==> config.mk <==
export PLATFORM = sky130hd
export DESIGN_NAME = bootram_ctrl
export DESIGN_NICKNAME = d
export VERILOG_FILES = /design/src/rtl/bootram_ctrl.sv
export SDC_FILE = /design/constraint.sdc
export NUM_CORES = 1
export LEC_CHECK = 0
export ABC_AREA = 1
export CAP_MARGIN = 20
export CORE_UTILIZATION = 40
export CTS_BUF_LIST = sky130_fd_sc_hd__clkbuf_4 sky130_fd_sc_hd__clkbuf_8 sky130_fd_sc_hd__clkbuf_16
export DETAILED_ROUTE_END_ITERATION = 7
export PLACE_DENSITY = 0.87
export SLEW_MARGIN = 25
export SYNTH_ARGS = -nofsm -noshare
export SYNTH_HDL_FRONTEND = slang
export SYNTH_SLANG_ARGS = --single-unit
==> constraint.sdc <==
create_clock -name clk -period 2.6 [get_ports clk]
set_clock_uncertainty 0.05 [all_clocks]
set_input_delay 0.52 -clock clk [delete_from_list [all_inputs] [get_ports clk]]
set_output_delay 0.52 -clock clk [all_outputs]
set_load 0.005 [all_outputs]
==> src/rtl/bootram_ctrl.sv <==
// Boot RAM controller: presents four 2K x 8 byte-lane macros as one word memory on the
// PicoRV32 native bus, with a byte-stream loader that fills it before the CPU runs.
module bootram_ctrl #(
   parameter int ADDR_WIDTH = 11,
   parameter int LOAD_BYTES = 8192
) (
   input  logic                  clk,
   input  logic                  resetn,
   input  logic                  mem_valid,
   output logic                  mem_ready,
   input  logic [31:0]           mem_addr,
   input  logic [31:0]           mem_wdata,
   input  logic [3:0]            mem_wstrb,
   output logic [31:0]           mem_rdata,
   input  logic                  ld_start,
   input  logic                  ld_valid,
   output logic                  ld_ready,
   input  logic [7:0]            ld_data,
   output logic                  ld_busy,
   output logic                  ld_done,
   output logic [3:0]            ram_ce,
   output logic                  ram_wre,
   output logic                  ram_oce,
   output logic [ADDR_WIDTH-1:0] ram_ad,
   output logic [31:0]           ram_din,
   input  logic [31:0]           ram_dout
);

   localparam int CW = ADDR_WIDTH + 2;
   localparam logic [CW-1:0] LAST_BYTE = CW'(LOAD_BYTES - 1);

   typedef enum logic [1:0] {
      ST_IDLE    = 2'd0,
      ST_RD_WAIT = 2'd1,
      ST_RESP    = 2'd2,
      ST_LOAD    = 2'd3
   } state_t;

   state_t                  state_r;
   logic [CW-1:0]           cnt_r;
   logic                    mem_ready_r;
   logic [31:0]             mem_rdata_r;
   logic                    ld_busy_r;
   logic                    ld_done_r;
   logic [ADDR_WIDTH-1:0]   cpu_word_s;
   logic                    ld_take_s;
   logic [3:0]              ram_ce_s;
   logic                    ram_wre_s;
   logic [ADDR_WIDTH-1:0]   ram_ad_s;
   logic [31:0]             ram_din_s;
   logic                    unused_addr_s;

   // Upper address bits alias; byte offset is replaced by the strobes.
   assign cpu_word_s    = mem_addr[ADDR_WIDTH+1:2];
   assign unused_addr_s = ^{mem_addr[31:ADDR_WIDTH+2], mem_addr[1:0]};
   assign ld_take_s     = (state_r == ST_LOAD) && !ld_start && ld_valid;

   // RAM strobes decoded from the current state; held off entirely while in reset.
   always_comb begin
      ram_ce_s  = 4'h0;
      ram_wre_s = 1'b0;
      ram_ad_s  = '0;
      ram_din_s = 32'h0;
      if (resetn) begin
         case (state_r)
            ST_IDLE: begin
               if (!ld_start && mem_valid) begin
                  ram_ad_s = cpu_word_s;
                  if (mem_wstrb == 4'h0) begin
                     ram_ce_s = 4'hF;
                  end else begin
                     ram_ce_s  = mem_wstrb;
                     ram_wre_s = 1'b1;
                     ram_din_s = mem_wdata;
                  end
               end else begin
                  ram_ce_s = 4'h0;
               end
            end
            ST_LOAD: begin
               if (ld_take_s) begin
                  ram_ad_s  = cnt_r[CW-1:2];
                  ram_ce_s  = 4'b0001 << cnt_r[1:0];
                  ram_wre_s = 1'b1;
                  ram_din_s = {4{ld_data}};
               end else begin
                  ram_ce_s = 4'h0;
               end
            end
            default: ram_ce_s = 4'h0;
         endcase
      end else begin
         ram_ce_s = 4'h0;
      end
   end

   // Access/load sequencer with registered bus-side outputs.
   always_ff @(posedge clk or negedge resetn) begin
      if (!resetn) begin
         state_r     <= ST_IDLE;
         cnt_r       <= '0;
         mem_ready_r <= 1'b0;
         mem_rdata_r <= 32'h0;
         ld_busy_r   <= 1'b0;
         ld_done_r   <= 1'b0;
      end else begin
         mem_ready_r <= 1'b0;
         case (state_r)
            ST_IDLE: begin
               if (ld_start) begin
                  state_r   <= ST_LOAD;
                  cnt_r     <= '0;
                  ld_done_r <= 1'b0;
                  ld_busy_r <= 1'b1;
               end else if (mem_valid) begin
                  if (mem_wstrb == 4'h0) begin
                     state_r <= ST_RD_WAIT;
                  end else begin
                     state_r     <= ST_RESP;
                     mem_ready_r <= 1'b1;
                  end
               end else begin
                  state_r <= ST_IDLE;
               end
            end
            ST_RD_WAIT: begin
               mem_rdata_r <= ram_dout;
               mem_ready_r <= 1'b1;
               state_r     <= ST_RESP;
            end
            ST_RESP: state_r <= ST_IDLE;
            ST_LOAD: begin
               if (ld_start) begin
                  cnt_r <= '0;
               end else if (ld_valid) begin
                  cnt_r <= cnt_r + CW'(1);
                  if (cnt_r == LAST_BYTE) begin
                     state_r   <= ST_IDLE;
                     ld_busy_r <= 1'b0;
                     ld_done_r <= 1'b1;
                  end else begin
                     state_r <= ST_LOAD;
                  end
               end else begin
                  state_r <= ST_LOAD;
               end
            end
            default: begin
               state_r   <= ST_IDLE;
               ld_busy_r <= 1'b0;
            end
         endcase
      end
   end

   assign mem_ready = mem_ready_r;
   assign mem_rdata = mem_rdata_r;
   assign ld_busy   = ld_busy_r;
   assign ld_ready  = ld_busy_r;
   assign ld_done   = ld_done_r;
   assign ram_ce    = ram_ce_s;
   assign ram_wre   = ram_wre_s;
   assign ram_oce   = 1'b1;
   assign ram_ad    = ram_ad_s;
   assign ram_din   = ram_din_s;

endmodule

======== Yosys cells after proc, flatten, opt, wreduce, memory -nomap -nowiden ========
Cells that the tools add are included.
word-level totals
  word-level logic and storage cells ...... 69
  ROM bits ................................ 0
  output and inout bits ................... 85
  register bits ........................... 50
  latch bits .............................. 0
  bits in writable memories ............... 0
  memories kept ........................... 0
cells by class
  $lt $le $gt $ge ......................... 0
  reduce and logical (&&, ||, !) cells .... 9
  add/subtract/negate cells ............... 1
  bitwise gates (word level) .............. 0
  $mul .................................... 0
  eq/ne operators ......................... 9
  shift-type cells ........................ 1
  muxes and demuxes ....................... 43
  div/mod/pow operators ................... 0
operators by type and width
  cell                                             number
  2-to-1 mux 32 bit                                4
  one-hot mux 32 bit (2 select lines)              1
  2-to-1 mux 13 bit                                3
  2-to-1 mux 11 bit                                3
  one-hot mux 13 bit (2 select lines)              1
  one-hot mux 11 bit (2 select lines)              1
  2-to-1 mux 4 bit                                 4
  2-to-1 mux 1 bit                                 14
  adder 13 x 1 -> 13 bit, second input constant    1
  == test 13 bit, second input constant            1
  2-to-1 mux 2 bit                                 6
  one-hot mux 1 bit (2 select lines)               4
  one-hot mux 2 bit (4 select lines)               1
  one-hot mux 4 bit (2 select lines)               1
  inequality test 2 bit, second input constant     3
  AND reduction 5 bit                              1
  == test 2 bit, second input constant             2
  zero test 4 bit                                  1
  left shift 1 x 2 -> 4 bit, first input constant  1
  logical AND 1 bit                                3
  inequality test 3 bit, second input constant     1
  AND reduction 3 bit                              1
  == test 2 x 1 -> 1 bit, second input constant    1
  zero test 2 bit                                  1
  other kinds (3)                                  3

======== Longest topological paths before layout ========
Gate-level depths: netlist (run 1).
  word-level depth ........................ 6
  depth in mapped cells ................... 11

======== Worst setup path after synthesis (run 1) ========
No wires, ideal clock.
  path type ............................... flip-flop to output port
  from .................................... register state_r[0]
  to ...................................... output port ram_din[10]
  required time ........................... 2.030 ns
  stages on the path, launching flop included .. 8
  arrival time ............................ 1.415 ns
  setup slack ............................. 0.615 ns
  cell sequence ........................... dfrtp_1 inv_1 ha_1 inv_1 nand2_1 clkbuf_1 clkbuf_1 a21oi_1
on the way
  word-level cells in the longest chain between the ends .. 6
  elaborated cells on any way between the ends .. 7
  classes of those cells .................. eq/ne (1); mux (3); reduce/logical (3)
ends and longest elaborated chain
  what                                     RTL line  RTL
  from (decl)                              39        state_t state_r;
  from (signal assigned)                   100       state_r <= ST_IDLE;
  from (signal assigned)                   111       state_r <= ST_LOAD;
  from (signal assigned)                   117       state_r <= ST_RD_WAIT;
  == test 2 bit                            56, 65
  logical AND 1 bit (2 in series)          56        assign ld_take_s = (state_r == ST_LOAD) && !ld_start && ld_valid;
  2-to-1 mux 32 bit                        81        if (ld_take_s) begin
  one-hot mux 32 bit (2 select lines) (*)  65        case (state_r)
  2-to-1 mux 32 bit (*)                    64        if (resetn) begin
  to (decl)                                25        output logic [31:0] ram_din,
Mark *: on every way between the ends. The rest lies on a longest branch, timed or not.

======== Worst setup path in the final report (run 1) ========
  from .................................... input port mem_wstrb[2]
  to ...................................... output port ram_din[16]
on the way
  word-level cells in the longest chain between the ends .. 5
ends and longest elaborated chain
  what                                 RTL line  RTL
  from (decl)                          13        input logic [3:0] mem_wstrb,
  zero test 4 bit                      69        if (mem_wstrb == 4'h0) begin
  2-to-1 mux 32 bit                    69
  2-to-1 mux 32 bit                    67        if (!ld_start && mem_valid) begin
  one-hot mux 32 bit (2 select lines)  65
  2-to-1 mux 32 bit                    64
Every way passes these cells.

==> out/qor.txt, run 1 <==
First drt pass iteration count: 5
Worst-path cell chain: clkdlybuf4s50_1 > nor2_2 > nand3_2 > buf_8 > nand3_1 > a21oi_2 > clkdlybuf4s50_1
Clock Sinks: 50
Synth Instances: 445
Failing checks: negative setup slack
CP max FO: 21
CTS tree: yes
Critical Path Stages: 7
Flops & latches, synth: 50
Clock latency on the worst-skew pair: 0.30 ns
Hold Vio Cnt, Final: 0
Max-slew headroom: 0.585
Pin count of the biggest net entering global routing: 51
Netlist Area Pre-Place: 3110 um2
Die Y: 90.1 um
Top cell by count, worst path: clkdlybuf4s50_1
CP top delay family: buffers and inverters
H-Tree Level Count: 2
GP Congestion: 0.822
Synth Warn #: 0
Clk buf depth: 2
Area grow syn2layout: 75.0%
Register area share after synthesis: 0.403
Max rail drop VDD: 0.576 mV
Status: finished, violations left
Final HPWL DP: 7580 um
Worst Path Buf+Inv: 3
Smallest hold slack: 0.306 ns
Initial antenna violation count: 1
Slowest CP cell: clkdlybuf4s50_1
Synthesized Nets: 565
Final ANT Viol Nets: 0
Final setup margin: -0.148 ns
Share of layout cells above drive strength 1: 0.219
Detailed Route Iter0 Violations: 237
CP Launch Type: primary input
Die X: 90.1 um
DRC Markers: 0
Reg2reg start: state_r[1]
Grt total ovfl: 0
Crit path kind: in2out
CP startpoint: mem_wstrb[2]
First-pass GRT wire length: 16900 um
End of the worst register-to-register path: mem_rdata[12]
PD cells: 743 nW/um2
Critical Path Sink: ram_din[16]
Fill count: 560
Setup violators final: 1
Drt via density: 5.07
Wirelength, routed: 10900 um
Vias: 3797
Core Footprint: 7370 um2
# IOs: 198
WP data required: 2.03 ns
Vias in the first global route: 3570
Synth Area per Inst: 6.98 um2
Final Core Density: 0.737
Post-CTS Hold Buffers: 0
Crit share post-route: 1.06
R2R cell count: 8
Maxcap violations: 0
I/O Buffers: 175
Worst setup EP type: primary output
Die ar.: 8120 um2
Starting Density: 0.421
RSZ-0062 raised after global routing: yes
Clock-pin transition on the worst setup and hold timing paths: 0.10 ns
FMAX: 364 MHz
Final #Nets: 768
Min Tclk post-route: 2.75 ns
Critical Path AT: 2.18 ns
R2r setup slk: 0.88 ns
All-layer global routing usage: 0.252
Netlist cell types: 23
LEAKAGE: 2.62 nW
DR WL/cell: 14.5 um
FP Rows: 31
CTS Buf Count: 5
Crit-path max cell delay: 0.51 ns
Min-Delay Path Class: in2async
Slew @ Worst Pin: 0.622 ns
CTS root buf: clkbuf_8
Max-slew violation count: 0
==> cells in the mapped netlist, drive strengths merged <==
master / instances / share of area
nand3: 43 / 0.073
clkbuf: 13 / 0.016
nand4: 7 / 0.014
conb: 1 / 0.0012
a21oi: 56 / 0.090
dfrtp: 50 / 0.40
nor2: 30 / 0.049
inv: 36 / 0.044
buf: 12 / 0.031
o21bai: 1 / 0.0036
ha: 7 / 0.028
nand2: 185 / 0.24
o21ai: 4 / 0.0077
==> metal layers <==
metal | up-vias | share of wire | track usage
met1 | 1764 | 0.38 | 0.292
met5 | - | 0 | 0
met3 | 25 | 0.083 | 0.0567
met4 | 0 | 0.027 | 0.0726
met2 | 200 | 0.51 | 0.462
li1 | 1808 | - | -
==> state kept, by name (all words and copies together), names as in the netlist <==
register and flops:
mem_ready 1, cnt_r 13, mem_rdata 32, state_r 2, ld_busy 1, ld_done 1
==> cell type report <==
type | instances | area (um2) | area share
clock inverter | 2 | 37.5 | 0.00691
tap | 99 | 124 | 0.0228
timing repair buffer | 220 | 2060 | 0.379
sequential | 50 | 1250 | 0.230
inverter | 36 | 145 | 0.0267
timing repair inverter | 1 | 7.51 | 0.00138
clock buffer | 6 | 76.3 | 0.0140
multi-input combinational | 334 | 1730 | 0.319
antenna | 1 | 2.50 | 0.000461
==> cell usage in the layout (no fill, tap or decap), drive strengths merged <==
| cell | n |
|---|---|
| clkinv | 1 |
| nand2 | 185 |
| nand3 | 43 |
| a21oi | 56 |
| dlymetal6s2s | 1 |
| diode | 1 |
| o21bai | 1 |
| clkbuf | 27 |
| buf | 46 |
| conb | 1 |
| inv | 35 |
| clkdlybuf4s50 | 126 |
| clkinvlp | 2 |
| clkdlybuf4s15 | 4 |
| dlygate4sd2 | 22 |
| bufinv | 1 |
| dfrtp | 50 |
| nor2 | 30 |
| nand4 | 7 |
| ha | 7 |
| o21ai | 4 |
==> per-stage QoR <==
stage | instance area, um2 | power [mW] | cells | setup WS, ns | TNS (ns)
after global routing | 5430 | 4.34 | 749 | -0.217 | -0.882
after global placement | 5060 | 3.21 | 719 | -0.313 | -11.82
final | 5430 | 4.04 | 749 | -0.148 | -0.148
after floorplan | 3110 | 2.20 | 445 | 0.615 | 0
after detailed placement | 5060 | 3.29 | 719 | -0.354 | -13.25
after CTS | 5290 | 3.92 | 737 | -0.145 | -0.283
==> repair_timing <==
item / in CTS / in global routing
buffers inserted: 8 / 11
setup endpoints to repair: 48 / 40
gates cloned: 2 / 0
resized for setup: 84 / 69
pin swaps: 3 / 6
==> worst reg2reg max path, stage by stage (launching register included) <==
cell and delay, ns:
dfrtp_1 0.43, inv_2 0.09, buf_4 0.10, ha_1 0.15, buf_4 0.31, inv_1 0.07
buf_4 0.24, nand2_1 0.11, nand2_1 0.06
==> how the worst min path moves through the flow <==
| stage | start | to | cells past startpoint |
|---|---|---|---|
| 3_3_place_gp | mem_rdata[29] | mem_rdata[29] | 2 |
| 5_1_grt | resetn | mem_rdata[11] | 2 |
| 4_1_cts | resetn | mem_rdata[11] | 2 |
| 6_report | resetn | cnt_r[8] | 2 |
| 3_5_place_dp | mem_rdata[8] | mem_rdata[8] | 2 |
| 2_1_floorplan | resetn | cnt_r[0] | 0 |
==> power breakdown <==
part | leakage (nW) | switching (mW) | internal (mW)
registers | 0.637 | 0.180 | 1.07
logic | 1.93 | 1.12 | 1.11
clock network | 0.0548 | 0.257 | 0.298
total | 2.62 | 1.55 | 2.48
==> logic make-up (layout without fill, tap and decap cells) <==
group / count (synthesis) / in the layout / synth area share
AND/OR/NAND/NOR: 265 / 265 / 0.376
AO/OA/AOI/OAI: 61 / 61 / 0.102
buffers and inverters: 61 / 265 / 0.0907
flip-flops: 50 / 50 / 0.403
adder cells (fa/ha/maj): 7 / 7 / 0.0282
other: 1 / 2 / 0.00121
No activity file was read; power rests on OpenSTA's default activity.
==> run 2: changes to the inputs <==
- SKIP_LAST_GASP: unset -> 1
- clock period: 2.6 -> 3.55 ns (I/O delays scaled with it)
==> run 2 against run 1 <==
Compared with the run above:
- the run now ends clean
- die area unchanged
- via count decreased by 7.3%
- routed wire length decreased by 11%
- register-to-register slack improved by 0.78 ns
- first-iteration DRC count decreased by 16%
- critical path depth increased by 3
- hold slack improved by 0.12 ns
- power decreased by 33%
- count of clock-buffer cells in the layout decreased by 1
- combinational power decreased by 35%
- sequential power decreased by 27%
- critical path type unchanged
- critical endpoint is now ram_din[14]
- largest cell class unchanged
- highest routed layer unchanged
==> out/qor.txt, run 2 (synthesis gave the netlist of run 1 again) <==
Status: completed
H-Tree Level Count: 2
Worst-path cell chain: clkdlybuf4s50_1 > inv_1 > nand2_2 > inv_2 > nand2_2 > inv_8 > buf_4 > nand3_1 > a21oi_1 > clkdlybuf4s50_1
WP data required: 2.79 ns
Clock-pin transition on the worst setup and hold timing paths: 0.09 ns
Number of flip-flops in the largest register: 32
CTS Buf Count: 5
Clk buf depth: 2
GP Congestion: 0.846
DRC Markers: 0
CP startpoint: ld_start
Clock latency on the worst-skew pair: 0.30 ns
# IOs: 198
Core Footprint: 7370 um2
Min Tclk post-route: 3.39 ns
Reg2reg start: state_r[1]
First drt pass iteration count: 4
Crit path kind: in2out
Share of layout cells above drive strength 1: 0.0858
CTS tree: yes
RSZ-0062 raised after global routing: no
TNS Setup: 0 ns
Die ar.: 8120 um2
DR WL/cell: 13.4 um
PD cells: 535 nW/um2
Wirelength, routed: 9630 um
Maxcap violations: 0
Max-slew violation count: 0
CP Launch Type: primary input
Drt via density: 4.91
FMAX: 295 MHz
Commonest non-fill, non-tap cells in the layout: clkdlybuf4s50_1 (174), nand2_1 (173), a21oi_1 (55), dfrtp_1 (50), nand3_1 (41)
Hold Vio Cnt, Final: 0
Min-Delay Path Class: reg2reg
Crit share post-route: 0.954
Hold_sp: mem_rdata[8]
Final non-filler cell total: 717
Crit-path max cell delay: 0.53 ns
All-layer global routing usage: 0.238
Initial antenna violation count: 0
CP max FO: 10
Die X: 90.1 um
Starting Density: 0.421
Vias: 3518
Final #Nets: 737
Critical Path AT: 2.63 ns
Inst Count DP: 704
Area grow syn2layout: 63.1%
Vias in the first global route: 3405
Final ANT Viol Nets: 0
Max rail drop VDD: 0.408 mV
CTS root buf: clkbuf_8
Max-slew headroom: 0.375
First-pass GRT wire length: 16000 um
Pin count of the biggest net entering global routing: 51
Commonest non-fill, non-tap cell in the layout: clkdlybuf4s50_1
Die Y: 90.1 um
Slowest CP cell: clkdlybuf4s50_1
Final HPWL DP: 7410 um
R2r setup slk: 1.66 ns
Setup violators final: 0
# diodes: 0
Grt total ovfl: 0
Slew @ Worst Pin: 0.932 ns
Clock Sinks: 50
I/O Buffers: 175
FP Rows: 31
Final Core Density: 0.687
Post-CTS Hold Buffers: 0
LEAKAGE: 2.27 nW
Detailed Route Iter0 Violations: 199
Worst setup EP type: primary output
-- run 2: repair_timing --
action                     in CTS  in global routing
resized for setup               0                  5
buffers inserted                0                  5
setup endpoints to repair       0                 20
-- run 2: critical path, delay by kind of cell --
kind                   cells  cell delay, ns
buffers and inverters      6            1.48
AND/OR/NAND/NOR            3            0.27
AO/OA/AOI/OAI              1            0.17
-- run 2: worst paths after layout --
| check | to | cells after the start |
|---|---|---|
| max | ram_din[14] | 10 |
| min | mem_rdata[8] | 2 |
| max reg2reg | mem_rdata[15] | 5 |
| min reg2reg | mem_rdata[8] | 2 |
| max in group asynchronous | cnt_r[1] | 2 |
| min in group asynchronous | cnt_r[8] | 2 |
-- run 2: routing by layer --
metal  global-route usage  vias to the layer above  wire, um
li1                     -                     1750         -
met1                0.272                     1610      3860
met2                0.440                      150      4880
met3               0.0643                        8       789
met4               0.0524                        0        95
met5                    0                        -         0
-- run 2: power by group --
group / leakage (nW) / switching [mW] / internal [mW]
registers: 0.637 / 0.126 / 0.786
clock network: 0.0495 / 0.206 / 0.147
logic: 1.58 / 0.731 / 0.716
-- run 2: final cells by class --
type	instances	area, um2
timing repair buffer	190	1870
sequential	50	1250
clock buffer	5	68.8
tap	99	124
inverter	36	145
multi-input combinational	334	1580
clock inverter	3	26.3
fill	612	2310
-- run 2: per-stage QoR --
stage / setup slack [ns] / total power [mW] / instance area, um2 / hold slack [ns]
floorplan: 1.36 / 1.61 / 3110 / 0.364
global placement: 0.152 / 2.30 / 4920 / 0.402
detailed placement: 0.0992 / 2.36 / 4920 / 0.411
CTS: 0.101 / 2.72 / 5010 / 0.432
global route: 0.00739 / 2.94 / 5060 / 0.447
finish: 0.164 / 2.71 / 5060 / 0.427
==> run 3: changes to the inputs <==
- CORE_UTILIZATION: 40 -> 37
- GPL_ROUTABILITY_DRIVEN: unset -> 0
- PLACE_DENSITY: 0.87 -> 0.81
- clock period: 3.55 -> 3.65 ns (I/O delays scaled with it)
==> run 3 against run 2 <==
Compared with the run above:
- utilization down 6.9 points
- critical path depth down 3
- count of clock-buffer cells in the layout unchanged
- global-route usage down 2.3 points
- flip-flop and latch count unchanged
- non-clock buffer count down 7
- combinational power down 5%
- routed wire length down 1.3%
- via count down 1.6%
- worst setup slack better by 0.14 ns
==> out/qor.txt, run 3 (synthesis gave the netlist of run 1 again) <==
Post-CTS Setup Inserts: 0
Placed inst area: 4940 um2
Switching Share: 0.375
CTS tree: yes
Critical Path AT: 2.57 ns
Clk buf depth: 2
CTS Buf Count: 5
Vias in the first global route: 3165
Crit share post-route: 0.917
Setup violators final: 0
Number of flip-flops in the largest register: 32
Pin count of the biggest net entering global routing: 51
Clock-pin transition on the worst setup and hold timing paths: 0.08 ns
Final #Nets: 730
First drt pass iteration count: 4
Post-CTS Hold Buffers: 0
Commonest non-fill, non-tap cells in the layout: nand2_1 (173), clkdlybuf4s50_1 (173), a21oi_1 (56), dfrtp_1 (50), nand3_1 (41)
NetSw: 0.992 mW
Clock Sinks: 50
# IOs: 198
Reg2reg start: state_r[0]
FMAX: 299 MHz
Hold Path Depth: 2
Max rail drop VDD: 0.401 mV
WP data required: 2.87 ns
Area grow syn2layout: 62.8%
Min Tclk post-route: 3.35 ns
LEAKAGE: 2.25 nW
Internal power: 1.65 mW
Final Core Density: 0.618
Drt via density: 4.84
Slew @ Worst Pin: 0.965 ns
Min-Delay Path Class: reg2reg
CTS-repair resized insts: 0
Final setup margin: 0.303 ns
CP Launch Type: primary input
Starting Density: 0.380
Die Y: 93.6 um
Max-slew headroom: 0.356
Wirelength, routed: 9500 um
Share of layout cells above drive strength 1: 0.0721
DRC Markers: 0
CTS root buf: clkbuf_8
CP startpoint: mem_wstrb[0]
H-Tree Level Count: 2
End of the worst register-to-register path: mem_rdata[9]
Smallest hold slack: 0.427 ns
Worst slack, placed: 0.0845 ns
Hold Vio Cnt, Final: 0
CP max FO: 32
First-pass GRT wire length: 14800 um
Hold_sp: mem_rdata[6]
Vias: 3462
Clock latency on the worst-skew pair: 0.30 ns
Crit path kind: in2out
FP Rows: 33
R2r setup slk: 1.68 ns
Post-route design area: 5050 um2
Max-slew violation count: 0
Comb pwr share: 0.520
Worst setup EP type: primary output
Final non-filler cell total: 716
Grt total ovfl: 0
Initial antenna violation count: 1
Fill count: 729
Status: completed
Min-Delay Endpoint: mem_rdata[6]
TNS Setup: 0 ns
Power, Total: 2.64 mW
Final ANT Viol Nets: 0
Core Footprint: 8180 um2
Clock power frac: 0.145
R2R cell count: 5
Die ar.: 8760 um2
Die X: 93.6 um
All-layer global routing usage: 0.215
Final HPWL DP: 7150 um
RSZ-0062 raised after global routing: no
Inst Count DP: 708
DR WL/cell: 13.3 um
Reg power frac: 0.335
I/O Buffers: 175
Detailed Route Iter0 Violations: 187
PD cells: 523 nW/um2
Maxcap violations: 0
[run 3: changes by cell type in the layout (fill, tap and decap cells not counted), sizes merged]
cell,delta
buf,-7
bufinv,+1
clkdlybuf4s50,-1
diode,+1
dlymetal6s2s,+1
inv,-2
[run 3: how the worst max path moves through the flow]
stage / depth (start not counted) / slack, ns / to
final: 7 / 0.30 / ram_din[28]
after global routing: 7 / 0.19 / ram_din[15]
after CTS: 10 / 0.07 / ram_din[8]
after detailed placement: 10 / 0.08 / ram_din[8]
after global placement: 10 / 0.16 / ram_din[8]
after floorplan: 8 / 1.42 / ram_ad[0]
[run 3: power by group through the flow]
| stage | clock network, mW | logic [mW] | registers (mW) |
|---|---|---|---|
| 2_1_floorplan | 0 | 0.670 | 0.901 |
| 3_5_place_dp | 0 | 1.39 | 0.891 |
| 5_1_grt | 0.414 | 1.54 | 0.912 |
| 4_1_cts | 0.399 | 1.40 | 0.886 |
| 6_report | 0.383 | 1.38 | 0.885 |
| 3_3_place_gp | 0 | 1.36 | 0.882 |
[run 3: layout make-up]
cell class	instances	area [um2]	share of cell area
Sequential cell	50	1250	0.248
Tap cell	105	131	0.0260
Clock buffer	5	68.8	0.0136
Timing Repair Buffer	183	1850	0.365
Inverter	36	143	0.0282
Multi-Input combinational cell	334	1570	0.311
Antenna cell	1	2.50	0.000495
Clock inverter	2	38.8	0.00767
[run 3: routing by layer]
layer	vias up	GRT usage	share of wire
li1	1733	-	-
met1	1572	0.245	0.39
met2	145	0.382	0.49
met3	12	0.0699	0.10
met4	0	0.0603	0.017
met5	-	0	0
[run 3: worst max-delay path: stages]
cell             delay (ns)
clkdlybuf4s50_1        0.49
nor2_1                 0.06
nand3_1                0.25
buf_12                 0.23
nand3_1                0.09
a21oi_1                0.17
clkdlybuf4s50_1        0.54
